`config.mk`:
```
export PLATFORM = sky130hd
export DESIGN_NAME = sp_issue_ctrl
export DESIGN_NICKNAME = d
export VERILOG_FILES = /design/src/rtl/sp_ctrl_pkg.sv /design/src/rtl/sp_sync_fifo.sv /design/src/rtl/sp_issue_ctrl.sv
export SDC_FILE = /design/constraint.sdc
export NUM_CORES = 1
export LEC_CHECK = 0
export BUFFER_PORTS_ARGS = -buffer_cell sky130_fd_sc_hd__buf_2
export CAP_MARGIN = 25
export CORE_UTILIZATION = 60
export CTS_CLUSTER_SIZE = 25
export DETAILED_ROUTE_END_ITERATION = 16
export PLACE_DENSITY_LB_ADDON = 0.1
export SYNTH_ARGS = -nofsm -noshare
export SYNTH_HDL_FRONTEND = slang
export SYNTH_SLANG_ARGS = --single-unit
export TNS_END_PERCENT = 50
```
`constraint.sdc`:
```
create_clock -name clk -period 4.1 [get_ports clk]
set_input_delay 0 -clock clk [delete_from_list [all_inputs] [get_ports clk]]
set_output_delay 0 -clock clk [all_outputs]
set_load 0.05 [all_outputs]
```
`src/rtl/sp_ctrl_pkg.sv`:
```
// Shared widths and FSM states for the SP issue controller.
// Imported by the FIFO and the issue controller top.
package sp_ctrl_pkg;

    localparam int INSTR_W = 14;
    localparam int DATA_W  = 8;
    localparam int GAP_W   = 3;

    typedef enum logic [1:0] {
        S_IDLE,
        S_ISSUE,
        S_GAP,
        S_WAIT
    } sp_ctrl_state_t;

endpackage

```
`src/rtl/sp_sync_fifo.sv`:
```
// Single-clock FIFO with registered storage and occupancy count.
// clr empties the queue; a push while full lands only if a pop frees a slot.
module sp_sync_fifo #(
    parameter int WIDTH = 8,
    parameter int DEPTH = 4
) (
    input  logic                     clk,
    input  logic                     rst,
    input  logic                     clr,
    input  logic                     push,
    input  logic                     pop,
    input  logic [WIDTH-1:0]         wdata,
    output logic [WIDTH-1:0]         rdata,
    output logic                     full,
    output logic                     empty,
    output logic [$clog2(DEPTH):0]   count
);

    localparam int AW = $clog2(DEPTH);

    logic [WIDTH-1:0] mem [DEPTH];
    logic [AW-1:0]    wptr;
    logic [AW-1:0]    rptr;
    logic             do_push;
    logic             do_pop;

    assign full    = (count == (AW+1)'(DEPTH));
    assign empty   = (count == '0);
    assign do_pop  = pop && !empty;
    assign do_push = push && (!full || do_pop);
    assign rdata   = mem[rptr];

    always_ff @(posedge clk or negedge rst) begin
        if (!rst) begin
            wptr  <= '0;
            rptr  <= '0;
            count <= '0;
            for (int i = 0; i < DEPTH; i++) begin
                mem[i] <= '0;
            end
        end else if (clr) begin
            wptr  <= '0;
            rptr  <= '0;
            count <= '0;
        end else begin
            if (do_push) begin
                mem[wptr] <= wdata;
                wptr      <= wptr + AW'(1);
            end
            if (do_pop) begin
                rptr <= rptr + AW'(1);
            end
            unique case ({do_push, do_pop})
                2'b10:   count <= count + (AW+1)'(1);
                2'b01:   count <= count - (AW+1)'(1);
                default: count <= count;
            endcase
        end
    end

endmodule

```
`src/rtl/sp_issue_ctrl.sv`:
```
// Buffers host instructions, issues them to SP under its busy handshake,
// and queues SP results for the host.
module sp_issue_ctrl
    import sp_ctrl_pkg::*;
#(
    parameter int IQ_DEPTH  = 4,
    parameter int RQ_DEPTH  = 4,
    parameter int ISSUE_GAP = 1
) (
    input  logic               clk,
    input  logic               rst,
    input  logic               host_valid,
    input  logic [INSTR_W-1:0] host_instr,
    output logic               host_ready,
    input  logic               flush,
    output logic               sp_in_valid,
    output logic [INSTR_W-1:0] sp_instruction,
    input  logic               sp_busy,
    input  logic               sp_out_valid,
    input  logic [DATA_W-1:0]  sp_out,
    output logic               res_valid,
    output logic [DATA_W-1:0]  res_data,
    input  logic               res_ready,
    output logic               idle,
    output logic               overflow,
    output logic [7:0]         issue_count
);

    sp_ctrl_state_t state;
    sp_ctrl_state_t state_nx;

    logic [GAP_W-1:0]   gap_cnt;
    logic [GAP_W-1:0]   gap_nx;
    logic               iq_pop;
    logic               iq_full;
    logic               iq_empty;
    logic [INSTR_W-1:0] iq_rdata;
    logic               rq_full;
    logic               rq_empty;
    logic               rq_drop;

    logic [$clog2(IQ_DEPTH):0] iq_level_unused;
    logic [$clog2(RQ_DEPTH):0] rq_level_unused;

    sp_sync_fifo #(
        .WIDTH (INSTR_W),
        .DEPTH (IQ_DEPTH)
    ) u_iq (
        .clk   (clk),
        .rst   (rst),
        .clr   (flush),
        .push  (host_valid && host_ready),
        .pop   (iq_pop),
        .wdata (host_instr),
        .rdata (iq_rdata),
        .full  (iq_full),
        .empty (iq_empty),
        .count (iq_level_unused)
    );

    sp_sync_fifo #(
        .WIDTH (DATA_W),
        .DEPTH (RQ_DEPTH)
    ) u_rq (
        .clk   (clk),
        .rst   (rst),
        .clr   (1'b0),
        .push  (sp_out_valid),
        .pop   (res_ready),
        .wdata (sp_out),
        .rdata (res_data),
        .full  (rq_full),
        .empty (rq_empty),
        .count (rq_level_unused)
    );

    assign host_ready = !iq_full;
    assign res_valid  = !rq_empty;
    assign rq_drop    = sp_out_valid && rq_full && !res_ready;
    assign idle       = iq_empty && (state == S_IDLE) && !sp_busy;

    always_comb begin
        state_nx = state;
        gap_nx   = gap_cnt;
        iq_pop   = 1'b0;
        unique case (state)
            S_IDLE: begin
                if (!iq_empty && !sp_busy) begin
                    state_nx = S_ISSUE;
                    iq_pop   = 1'b1;
                end
            end
            S_ISSUE: begin
                state_nx = S_GAP;
                gap_nx   = '0;
            end
            // busy is not trusted until SP has had time to raise it
            S_GAP: begin
                if (gap_cnt == GAP_W'(ISSUE_GAP - 1)) begin
                    state_nx = S_WAIT;
                end else begin
                    gap_nx = gap_cnt + GAP_W'(1);
                end
            end
            S_WAIT: begin
                if (!sp_busy) begin
                    if (!iq_empty) begin
                        state_nx = S_ISSUE;
                        iq_pop   = 1'b1;
                    end else begin
                        state_nx = S_IDLE;
                    end
                end
            end
            default: state_nx = S_IDLE;
        endcase
    end

    always_ff @(posedge clk or negedge rst) begin
        if (!rst) begin
            state          <= S_IDLE;
            gap_cnt        <= '0;
            sp_in_valid    <= 1'b0;
            sp_instruction <= '0;
            issue_count    <= '0;
            overflow       <= 1'b0;
        end else begin
            state       <= state_nx;
            gap_cnt     <= gap_nx;
            sp_in_valid <= iq_pop;
            overflow    <= overflow | rq_drop;
            if (iq_pop) begin
                sp_instruction <= iq_rdata;
                issue_count    <= issue_count + 8'd1;
            end
        end
    end

endmodule

```
Yosys cells after proc, flatten, opt, wreduce, memory -nomap -nowiden
Cells that the tools add are included.
{"block": "totals", "elab_cells": 117, "ff_bits": 131, "out_inout_bits": 35}
{"block": "op_classes", "bitwise_logic": 6, "eq_ne": 13, "n_mux": 30, "addsub": 10, "magnitude_cmp": 6, "reduce_logical": 32}
{"cell": "$bwmux 56", "count": 1}
{"cell": "$mux 14", "count": 3}
{"cell": "$bwmux 32", "count": 1}
{"cell": "$bmux 14 s2", "count": 1}
{"cell": "$demux 14 s2", "count": 1}
{"cell": "$mux 8", "count": 3}
{"cell": "$pmux 3 s2", "count": 3}
{"cell": "$bmux 8 s2", "count": 1}
{"cell": "$demux 8 s2", "count": 1}
{"cell": "$mux 2", "count": 7}
{"cell": "$ge 3x3->1 const B", "count": 4}
{"cell": "$logic_and 1x1->1", "count": 12}
{"cell": "$not 2->3", "count": 4}
{"cell": "$add 3x1->3 const B", "count": 3}
{"cell": "$logic_not 3->1", "count": 3}
{"cell": "$add 2x1->2 const B", "count": 4}
{"cell": "$add 8x1->8 const B", "count": 1}
{"cell": "$eq 2x2->1 const B", "count": 4}
{"cell": "$pmux 2 s4", "count": 1}
{"cell": "$reduce_bool 2->1", "count": 4}
{"cell": "$eq 2x1->1 const B", "count": 3}
{"cell": "$eq 3x3->1 const B", "count": 2}
{"cell": "$logic_not 1->1", "count": 6}
{"cell": "$lt 3x1->1 const B", "count": 2}
{"cell": "13 further kinds", "count": 22}

Longest topological paths before layout
Gate-level depths: netlist of the first run.
{"block": "depth", "depth_word": 11, "ltp_mapped": 12, "ltp_nobuf": 10}

By module
From an unflattened synthesis of the first run, not the netlist that was laid out.
{"block": "unflattened", "cells_unflattened": 445, "area_unflattened_um2": 6601.3}
{"mod": "sp_sync_fifo (u_iq)", "n_inst": 1, "cells_per_inst": 198, "area_per_inst_um2": 3229.3}
{"mod": "sp_sync_fifo (u_rq)", "n_inst": 1, "cells_per_inst": 139, "area_per_inst_um2": 1939.4}
{"mod": "sp_issue_ctrl", "n_inst": 1, "cells_per_inst": 108, "area_per_inst_um2": 1432.6}

Worst setup path after synthesis of the first run
OpenSTA, ideal clock, no wires.
{"block": "synth_path", "path_type": "register to register", "startpoint": "register state[0]", "endpoint": "register u_iq.count[2]", "t_required_ns": 4.018, "path_stages_with_launch": 13, "setup_time_ns": 0.082, "period_less_slack_ns": 2.723, "slack_ns": 1.377, "arrival_time_ns": 2.641, "path_cell_list": "dfrtp_1 -> inv_1 -> ha_1 -> or2_2 -> nand3b_1 -> buf_2 -> buf_1 -> a21oi_1 -> fa_1 -> nor2_1 -> nand4b_1 -> a21o_1 -> a31oi_1"}
{"block": "synth_between", "elab_chain_len": 8}
{"element": "start: declaration", "line_no": "sp_issue_ctrl.sv:29", "rtl": "sp_ctrl_state_t state;"}
{"element": "start signal: assignment", "line_no": "sp_issue_ctrl.sv:128", "rtl": "state <= state_nx;"}
{"element": "$eq 2x2->1 / $logic_not 2->1 (equally long branches)", "line_no": "sp_issue_ctrl.sv:86", "rtl": "unique case (state)"}
{"element": "$pmux 1 s2 (*)", "line_no": "sp_issue_ctrl.sv:86"}
{"element": "$logic_and 1x1->1 (*)", "line_no": "sp_sync_fifo.sv:29", "rtl": "assign do_pop = pop && !empty;"}
{"element": "$logic_or 1x1->1", "line_no": "sp_sync_fifo.sv:30", "rtl": "assign do_push = push && (!full || do_pop);"}
{"element": "$logic_and 1x1->1", "line_no": "sp_sync_fifo.sv:30"}
{"element": "$eq 2x1->1 / $eq 2x2->1 (equally long branches)", "line_no": "sp_sync_fifo.sv:53", "rtl": "unique case ({do_push, do_pop})"}
{"element": "$pmux 3 s2", "line_no": "sp_sync_fifo.sv:53"}
{"element": "$mux 3", "line_no": "sp_sync_fifo.sv:41", "rtl": "end else if (clr) begin"}
{"element": "end signal: assignment", "line_no": "sp_sync_fifo.sv:54", "rtl": "2'b10: count <= count + (AW+1)'(1);"}
{"element": "end signal: assignment", "line_no": "sp_sync_fifo.sv:55", "rtl": "2'b01: count <= count - (AW+1)'(1);"}
{"element": "end signal: assignment", "line_no": "sp_sync_fifo.sv:56", "rtl": "default: count <= count;"}
{"element": "end: declaration", "line_no": "sp_sync_fifo.sv:16", "rtl": "output logic [$clog2(DEPTH):0] count"}
Every way passes the cells marked *; elsewhere a longest branch is shown, timed or not.
A chain may end at the register's enable or synchronous reset.

Worst setup path after layout of the first run
Same ends and word-level chain as after synthesis.

==> metrics.md, run 1 <==
| Metric | Value |
|---|---|
| CP cell instances | `inv_1, ha_1, or2_2, nand3b_1, buf_4, a21oi_1, fa_1, nor2_1, nand4b_1, a21o_1, a31oi_1, dlygate4sd3_1` |
| Hold Violations, Final | `0` |
| Highest-delay cell along the critical path | `dlygate4sd3_1` |
| Fmax | `0.306 GHz` |
| Initial core utilization | `0.626` |
| Routed wire length per instance | `17.9 um` |
| Layout cell share with drive strength beyond 1 | `0.392` |
| Die height | `103 um` |
| Routed via count | `3,765` |
| Clock buffer depth | `2` |
| Diodes inserted | `0` |
| Global route total overflow | `0` |
| Port Buf Inserts | `63` |
| Die outline width | `103 um` |
| GRT Overall Usage | `0.252` |
| First DRT Iteration DRCs | `121` |
| Pin count of the biggest net entering global routing | `65` |
| Slew @ Worst Pin | `0.817 ns` |
| Core box area | `9860 um2` |
| Most common cell after layout, fill and taps aside | `dfrtp_1` |
| Commonest cells after routing, fill and taps aside | `dfrtp_1 (131), buf_2 (62), nand2_1 (60)` |
| Slowest stage delay, CP | `0.56 ns` |
| Area growth, synth to finish | `21.2%` |
| # DRC | `0` |
| CP Data Arrival Time | `3.71 ns` |
| H-tree lvl count | `4` |
| Worst flop-to-flop path endpoint | `u_iq.count[2]$_DFFE_PN0P_` |
| Final setup violation count | `0` |
| Main flop type after synthesis | `dfrtp_1` |
| Main area contributors after synthesis | `dfrtp_1 (53%), mux2_4 (9.7%), mux2_2 (9.1%)` |
| Total chip power | `5.95 mW` |
| Place WS | `1.43 ns` |
| Setup WS post-layout | `0.837 ns` |
| Net Count, Synth | `486` |
| CTS clock-pin slew for the worst setup and hold paths | `0.06 ns` |
| Std-Cell Rows | `36` |
| Worst slew margin | `0.455` |
| Mapped Avg Cell Area | `14.1 um2` |
| Nets | `586` |
| Fillers | `589` |
| Die Area | `10,700 um2` |
| Number of flops mapped to enable cells by yosys | `0` |
| Clock Sinks | `131` |
| Setup TNS | `0 ns` |
| Worst-skew pair later-pin latency | `0.52 ns` |
| PwrDens | `794 nW/um2` |
| Vias in the first global route | `3,960` |
| Final slew viol count | `0` |
| Async SR Flop Fraction | `1.00` |
| Period minus WS final | `3.26 ns` |
| Detailed Place HPWL | `7530 um` |
| Crit share post-route | `0.796` |
| Initial antenna violation count | `0` |
| Yosys reg bits | `131` |
| Synthesis Warnings | `0` |
| RSZ-0062 raised after global routing | `false` |
| Worst endpoint required time | `4.55 ns` |
| Clock Tree Root | `clkbuf_8` |
| Worst VDD drop | `0.389 mV` |
| I/O pin cnt | `64` |
| Post-Synthesis Cells | `438` |
| DP Area | `6550 um2` |
| Final Instance Area | `7490 um2` |
| WS Path Type | `flop to flop` |
| Gpl congestion | `0.804` |
| CTS Buf Count | `17` |
| Synth unique cells | `41` |
| CP endpoint kind | `flop` |
| Final Skew | `0.00908 ns` |
| Leakage dissipation | `3.64 nW` |
| Tightest Hold Check Type | `input port to asynchronous set/reset pin` |
| Seq/Total Area, Yosys | `0.531` |
| Worst-path maximum fanout | `21` |
| Vias per cell | `5.50` |
| Detailed Routing Iterations Pass 1 | `4` |
| Top-area cell type share of the netlist area | `0.531` |
| R2R cell count | `12` |
| Post-cts resize count | `0` |
| First-pass GRT wire length | `19,900 um` |
| Max-cap violations | `0` |
| Post-route ant nets | `0` |
| Cell Area, Synth | `6180 um2` |
| Startpoint types | `flop` |
| R2r startpoint | `state[0]$_DFFE_PN0P_` |
| Run status | `completed` |
| Drt total wl | `12,300 um` |
| Dominant cell type by area after synthesis | `dfrtp_1` |
| CTS tree | `yes` |
| R2r setup slk | `0.84 ns` |
-- layout make-up --
| type | count | area, um2 | share of cell area |
|---|---|---|---|
| repair buffers | 98 | 666 | 0.0889 |
| flip-flops and latches | 131 | 3280 | 0.438 |
| multi-input cells | 274 | 2700 | 0.361 |
| clock inverters | 13 | 184 | 0.0246 |
| well taps | 133 | 166 | 0.0222 |
| inverters | 16 | 60.1 | 0.00802 |
| clock buffers | 19 | 432 | 0.0576 |
-- stage by stage --
stage           util  std cells  hold slack [ns]
5_1_grt        0.759        684            0.208
3_3_place_gp   0.664        620            0.134
2_1_floorplan      -        438           -0.296
4_1_cts        0.758        683            0.146
6_report       0.759        684            0.131
3_5_place_dp   0.664        620            0.147
-- registers in the layout (all words and copies together), names as in the netlist --
name            flops
u_iq.rptr           2
u_rq.rptr           2
u_iq.wptr           2
gap_cnt             3
overflow            1
issue_count         8
u_rq.mem           32
u_rq.count          3
u_rq.wptr           2
u_iq.mem           56
sp_in_valid         1
state               2
sp_instruction     14
u_iq.count          3
-- where the power goes --
part	internal (mW)	switching, mW	total, mW
logic	0.994	1.20	2.20
clock network	1.00	0.561	1.56
registers	1.81	0.374	2.19
total	3.81	2.14	5.95
-- worst max path at each step --
stage | start | end | slack (ns) | cells past startpoint
global route | state[0]$_DFFE_PN0P_ | u_iq.count[2]$_DFFE_PN0P_ | 0.63 | 12
global placement | state[0]$_DFFE_PN0P_ | u_iq.count[2]$_DFFE_PN0P_ | 1.56 | 11
floorplan | state[0]$_DFFE_PN0P_ | u_iq.count[2]$_DFFE_PN0P_ | 1.38 | 12
detailed placement | state[0]$_DFFE_PN0P_ | u_iq.count[2]$_DFFE_PN0P_ | 1.43 | 11
CTS | state[0]$_DFFE_PN0P_ | u_iq.count[2]$_DFFE_PN0P_ | 0.87 | 12
finish | state[0]$_DFFE_PN0P_ | u_iq.count[2]$_DFFE_PN0P_ | 0.84 | 12
-- Yosys cell counts, drive strengths merged (3+ instances only) --
| cell | n |
|---|---|
| buf | 13 |
| a21oi | 5 |
| nand3 | 5 |
| xor2 | 4 |
| inv | 16 |
| mux4 | 22 |
| xnor2 | 12 |
| mux2 | 90 |
| o21ai | 7 |
| ha | 17 |
| nand4 | 4 |
| dfrtp | 131 |
| nand2 | 64 |
| nor2b | 4 |
| nand2b | 3 |
| clkbuf | 4 |
| nor2 | 11 |
-- critical path, delay by kind of cell, from the launching register on --
| kind | cells | cell delay, ns |
|---|---|---|
| buf+inv | 3 | 0.94 |
| fa+ha+maj | 2 | 0.72 |
| simple gates | 4 | 0.68 |
| flops | 1 | 0.43 |
| compound gates | 3 | 0.42 |
-- cell families (layout without fill, tap and decap cells) --
| group | after synthesis | after routing | share of synthesized area |
|---|---|---|---|
| XOR/XNOR | 16 | 16 | 0.0227 |
| AND/OR/NAND/NOR | 104 | 104 | 0.0814 |
| flip-flops | 131 | 131 | 0.531 |
| buffers and inverters | 33 | 146 | 0.0318 |
| adder cells (fa/ha/maj) | 19 | 19 | 0.0409 |
| multiplexers | 114 | 114 | 0.272 |
| AO/OA/AOI/OAI | 21 | 21 | 0.0207 |
-- layer usage --
metal | vias to the layer above | share of wire | track usage
li1 | 1734 | - | -
met1 | 1955 | 0.44 | 0.322
met2 | 65 | 0.52 | 0.427
met3 | 11 | 0.030 | 0.0591
met4 | 0 | 0.0089 | 0.0802
met5 | - | 0 | 0
-- what timing repair did --
item,in CTS,in global routing
hold buffers,31,0
buffers inserted,0,0
endpoints found under the hold margin,164,0
Note: power is estimated with default switching activity, not from simulation.
==> run 2: changes to the inputs <==
- ABC_AREA: not set -> 1
- CORE_UTILIZATION: 60 -> 53
- clock period: 4.1 -> 3 ns (I/O delays scaled with it)
==> metrics.md, run 2 <==
| Metric | Value |
|---|---|
| WS Path Type | `flop to primary output` |
| Worst slew margin | `0.431` |
| Slew @ Worst Pin | `0.853 ns` |
| Routed via count | `5,010` |
| First DRT Iteration DRCs | `408` |
| Port Buf Inserts | `63` |
| Final Skew | `0.00851 ns` |
| PwrDens | `1130 nW/um2` |
| Worst-path maximum fanout | `19` |
| Top-area cell type share of the netlist area | `0.533` |
| Setup TNS | `0 ns` |
| Period minus WS final | `2.29 ns` |
| WHS Path Cells | `4` |
| Initial core utilization | `0.555` |
| Layout Utilization | `0.670` |
| Reg power frac | `0.352` |
| R2r startpoint | `state[0]$_DFFE_PN0P_` |
| Vias in the first global route | `4,862` |
| Clock Sinks | `131` |
| Number of flops mapped to enable cells by yosys | `0` |
| R2r setup slk | `0.77 ns` |
| Hold Violations, Final | `0` |
| Final Instance Area | `7420 um2` |
| Postcts setup bufs | `0` |
| # DRC | `0` |
| Pin count of the biggest net entering global routing | `76` |
| CTS Buf Count | `17` |
| Clk pwr share | `0.277` |
| Diodes inserted | `0` |
| Final setup violation count | `0` |
| Biggest regs | `u_iq.mem: 56 flops, u_rq.mem: 32 flops, sp_instruction: 14 flops` |
| Most frequent cell after synthesis | `nand2_1` |
| Tightest Hold Check Type | `input port to flop` |
| Max-cap violations | `0` |
| GRT Overall Usage | `0.249` |
| Most instantiated cells after synthesis | `nand2_1 (158), dfrtp_1 (131), nor2_1 (96)` |
| Detailed Place HPWL | `8320 um` |
| Detailed Routing Iterations Pass 1 | `5` |
| Core box area | `11,100 um2` |
| Switching share of power | `0.410` |
| H-tree lvl count | `4` |
| Fmax | `0.437 GHz` |
| Worst VDD drop | `0.763 mV` |
| Hold-critical path endpoint | `u_iq.wptr[0]$_DFFE_PN0P_` |
| CTS clock-pin slew for the worst setup and hold paths | `0.05 ns` |
| Main flop type after synthesis | `dfrtp_1` |
| Worst flop-to-flop path endpoint | `u_iq.count[2]$_DFFE_PN0P_` |
| Yosys reg bits | `131` |
| Gate power share | `0.371` |
| Gpl congestion | `0.786` |
| Global route total overflow | `0` |
| Nets | `834` |
| Cell Area, Synth | `6150 um2` |
| Dominant cell type by area after synthesis | `dfrtp_1` |
| Post-route ant nets | `0` |
| Int Pwr | `4.95 mW` |
| Clock buffer depth | `2` |
| Die outline width | `110 um` |
| Area growth, synth to finish | `20.7%` |
| Mapped Avg Cell Area | `8.78 um2` |
| DP Area | `6500 um2` |
| Initial antenna violation count | `0` |
| Synthesis Warnings | `0` |
| Most common cell after layout, fill and taps aside | `nand2_1` |
| Biggest register | `u_iq.mem` |
| Max FFs per register | `56` |
| Startpoint types | `flop` |
| Seq/Total Area, Yosys | `0.533` |
| I/O pin cnt | `64` |
| RSZ-0062 raised after global routing | `false` |
| Drt total wl | `13,700 um` |
| Synth unique cells | `29` |
| Leakage dissipation | `3.67 nW` |
| CP Data Arrival Time | `2.29 ns` |
| First-pass GRT wire length | `22,600 um` |
| Psw | `3.45 mW` |
| Final slew viol count | `0` |
| Net Count, Synth | `749` |
| Std-Cell Rows | `38` |
| Worst endpoint required time | `3.00 ns` |
| CTS tree | `yes` |
| Commonest cells after routing, fill and taps aside | `nand2_1 (158), dfrtp_1 (131), nor2_1 (96)` |
| Worst-skew pair later-pin latency | `0.42 ns` |
| R2R cell count | `14` |
| Layout cell share with drive strength beyond 1 | `0.155` |
| Post-cts resize count | `0` |
| Cts hold-fix bufs | `26` |
| Total chip power | `8.40 mW` |
| Hold path start | `host_valid` |
| Crit share post-route | `0.763` |
| Die height | `110 um` |
| Die Area | `12,000 um2` |
| Clock Tree Root | `clkbuf_16` |
| Run status | `completed` |
| CP endpoint kind | `primary output` |
| Async SR Flop Fraction | `1.00` |
| Main area contributors after synthesis | `dfrtp_1 (53%), nand2_1 (9.6%), o21ai_0 (7.2%)` |
| Routed wire length per instance | `14.6 um` |
| Post-Synthesis Cells | `701` |
| Vias per cell | `5.34` |
==> run 2: through the flow <==
stage / hold WS [ns] / worst slack, ns / cells
after floorplan: -0.296 / 1.02 / 701
after global placement: 0.100 / 0.854 / 881
after detailed placement: 0.115 / 0.776 / 881
after CTS: 0.0196 / 0.745 / 939
after global routing: 0.0596 / 0.566 / 939
final: 0.0338 / 0.710 / 939
==> run 2: critical path, cell delays in order, from the launching register on <==
cell and delay, ns:
dfrtp_1 0.78, inv_1 0.45, o21ai_0 0.29, o22ai_1 0.12
buf_2 0.23
==> run 2: area by class of cell <==
class                           instances  area, um2
Fill cell                             891       3650
Clock buffer                           18        429
Multi-Input combinational cell        492       2490
Timing Repair Buffer                   94        628
Sequential cell                       131       3280
Clock inverter                         14        233
Inverter                               50        188
Tap cell                              140        175
==> run 2: per-layer routing <==
metal / wire length [um] / share of wire / vias to the layer above / GRT usage
met3: 752 / 0.055 / 16 / 0.0528
met1: 6010 / 0.44 / 2396 / 0.315
li1: - / - / 2453 / -
met2: 6800 / 0.49 / 145 / 0.419
met4: 179 / 0.013 / 0 / 0.0990
met5: 0 / 0 / - / 0
==> run 2: cells by family after synthesis <==
kind of cell,share of synthesized area
adder cells (fa/ha/maj),0.0411
AO/OA/AOI/OAI,0.154
flip-flops,0.533
buffers and inverters,0.0620
AND/OR/NAND/NOR,0.191
XOR/XNOR,0.0185
==> run 2: power by group through the flow <==
stage	sequential [mW]	combinational (mW)	clock [mW]
after global placement	2.93	2.99	0
final	2.96	3.11	2.33
after detailed placement	2.96	3.09	0
after global routing	3.04	3.46	2.42
after floorplan	3.26	2.02	0
after CTS	2.94	3.14	2.36
==> run 2: worst max-delay path by stage <==
| stage | slack [ns] | to | startpoint | cells after the start |
|---|---|---|---|---|
| final | 0.71 | res_data[5] | u_rq.rptr[0]$_DFFE_PN0P_ | 4 |
| after global routing | 0.57 | u_iq.count[2]$_DFFE_PN0P_ | state[0]$_DFFE_PN0P_ | 14 |
| after CTS | 0.74 | res_data[5] | u_rq.rptr[0]$_DFFE_PN0P_ | 4 |
| after detailed placement | 0.78 | u_iq.count[2]$_DFFE_PN0P_ | state[0]$_DFFE_PN0P_ | 14 |
| after global placement | 0.85 | u_iq.count[2]$_DFFE_PN0P_ | state[0]$_DFFE_PN0P_ | 14 |
| after floorplan | 1.02 | u_rq.count[2]$_DFFE_PN0P_ | u_rq.count[1]$_DFFE_PN0P_ | 10 |
==> run 3: changes to the inputs <==
- clock period: 3 -> 1.9 ns (I/O delays scaled with it)
==> metrics.md, run 3 (synthesized netlist as in run 2, its figures left out) <==
| Metric | Value |
|---|---|
| Worst-path maximum fanout | `3` |
| # DRC | `0` |
| H-tree lvl count | `4` |
| Tightest Hold Check Type | `input port to flop` |
| Core box area | `11,100 um2` |
| Leakage dissipation | `3.79 nW` |
| Clock Tree Root | `clkbuf_16` |
| Detailed Place HPWL | `8850 um` |
| Max FFs per register | `56` |
| First DRT Iteration DRCs | `355` |
| Die height | `110 um` |
| GRT Overall Usage | `0.256` |
| Slew @ Worst Pin | `0.611 ns` |
| Port Buf Inserts | `63` |
| Run status | `completed` |
| Period minus WS final | `1.88 ns` |
| R2r setup slk | `0.02 ns` |
| PwrDens | `1790 nW/um2` |
| Worst VDD drop | `1.20 mV` |
| Hold slack | `0.0240 ns` |
| Drt total wl | `13,900 um` |
| Vias per cell | `5.30` |
| Clock buffer depth | `2` |
| Vias in the first global route | `4,966` |
| Diodes inserted | `0` |
| Hold path start | `host_valid` |
| Initial core utilization | `0.555` |
| Routed via count | `5,087` |
| Initial antenna violation count | `0` |
| Commonest cells after routing, fill and taps aside | `nand2_1 (157), dfrtp_1 (131), nor2_1 (92)` |
| Worst-skew pair later-pin latency | `0.42 ns` |
| Gpl congestion | `0.794` |
| Setup TNS | `0 ns` |
| Biggest regs | `u_iq.mem: 56 flops, u_rq.mem: 32 flops, sp_instruction: 14 flops` |
| Std-Cell Rows | `38` |
| CP Data Arrival Time | `2.19 ns` |
| Clock Sinks | `131` |
| Die outline width | `110 um` |
| Die Area | `12,000 um2` |
| Final Skew | `0.00524 ns` |
| Post-route ant nets | `0` |
| Worst endpoint required time | `2.21 ns` |
| I/O pin cnt | `64` |
| Global route total overflow | `0` |
| Total chip power | `13.8 mW` |
| Final setup violation count | `0` |
| First-pass GRT wire length | `23,200 um` |
| R2R cell count | `14` |
| Max-cap violations | `0` |
| Layout cell share with drive strength beyond 1 | `0.197` |
| CTS clock-pin slew for the worst setup and hold paths | `0.05 ns` |
| Routed wire length per instance | `14.5 um` |
| Area growth, synth to finish | `25.0%` |
| Detailed Routing Iterations Pass 1 | `5` |
| Hold Violations, Final | `0` |
| WHS Path Cells | `4` |
| CTS tree | `yes` |
| Final slew viol count | `0` |
| Most common cell after layout, fill and taps aside | `nand2_1` |
| WS Path Type | `flop to flop` |
| Pin count of the biggest net entering global routing | `45` |
| Fmax | `0.531 GHz` |
| Crit share post-route | `0.992` |
| CTS Buf Count | `17` |
| R2r startpoint | `state[0]$_DFFE_PN0P_` |
| Nets | `854` |
| Startpoint types | `flop` |
| Hold-critical path endpoint | `u_iq.wptr[1]$_DFFE_PN0P_` |
| Biggest register | `u_iq.mem` |
| RSZ-0062 raised after global routing | `true` |
| CP endpoint kind | `flop` |
| Worst slew margin | `0.592` |
| Worst flop-to-flop path endpoint | `u_iq.count[2]$_DFFE_PN0P_` |
-- run 3: cell types whose count changed in the layout (fill, tap and decap cells not counted), moves of 2 or more --
cell,before,now
buf_4,5,23
clkbuf_8,0,6
inv_1,49,44
inv_2,1,5
nor2_1,96,92
fa_1,2,0
fa_2,0,2
inv_6,2,0
nor2_2,2,4
nor2_4,4,6
-- run 3: layout make-up --
cell class | instances | area (um2)
clock inverter | 9 | 195
fill | 882 | 3390
clock buffer | 23 | 508
timing repair buffer | 114 | 795
sequential | 131 | 3280
tap | 140 | 175
multi-input combinational | 492 | 2550
inverter | 50 | 191
-- run 3: power by group --
part | internal (mW) | switching [mW] | total (mW)
Clock | 2.66 | 1.16 | 3.83
Combinational | 1.71 | 3.67 | 5.38
Sequential | 3.92 | 0.677 | 4.60
-- run 3: per-layer routing --
layer  track usage  vias up  part of all wire
met5             0        -                 0
met4         0.108        0             0.015
met3        0.0545       18             0.048
met2         0.420      150              0.49
met1         0.331     2419              0.44
li1              -     2500                 -
-- run 3: per-stage QoR --
step           utilization  area (um2)  std cells  setup slack, ns
2_1_floorplan            -        6160        701          -0.0106
3_3_place_gp         0.598        6620        895          0.00821
3_5_place_dp         0.598        6620        895          -0.0815
4_1_cts              0.687        7620        955        -0.000657
5_1_grt              0.694        7690        959          -0.0992
6_report             0.694        7690        959           0.0161
-- run 3: how the worst max path moves through the flow --
stage	from	endpoint	depth (start not counted)
floorplan	u_rq.count[1]$_DFFE_PN0P_	u_rq.count[2]$_DFFE_PN0P_	10
global placement	state[0]$_DFFE_PN0P_	u_iq.count[2]$_DFFE_PN0P_	14
detailed placement	state[0]$_DFFE_PN0P_	u_iq.count[2]$_DFFE_PN0P_	14
CTS	state[0]$_DFFE_PN0P_	u_iq.count[2]$_DFFE_PN0P_	14
global route	state[0]$_DFFE_PN0P_	u_iq.count[2]$_DFFE_PN0P_	14
finish	state[0]$_DFFE_PN0P_	u_iq.count[2]$_DFFE_PN0P_	14
-- run 3: repair_timing --
item                                    4_1_cts  5_1_grt
gates resized for setup                       4       14
hold endpoints to repair                    132        0
endpoints found under the setup margin        4       22
hold buffers                                 26        0
buffers inserted                              2        4
pin swaps                                     2        9
-- run 3: critical path, cell delays in order (launching register included) --
cell,delay [ns]
dfrtp_1,0.38
inv_2,0.07
ha_4,0.26
inv_2,0.04
nand2_2,0.05
nor2_2,0.05
nand2_2,0.09
nor2_4,0.05
fa_2,0.37
xnor2_2,0.15
inv_1,0.06
nand2_1,0.05
nand2_1,0.05
nand2_1,0.05
nand2_1,0.04
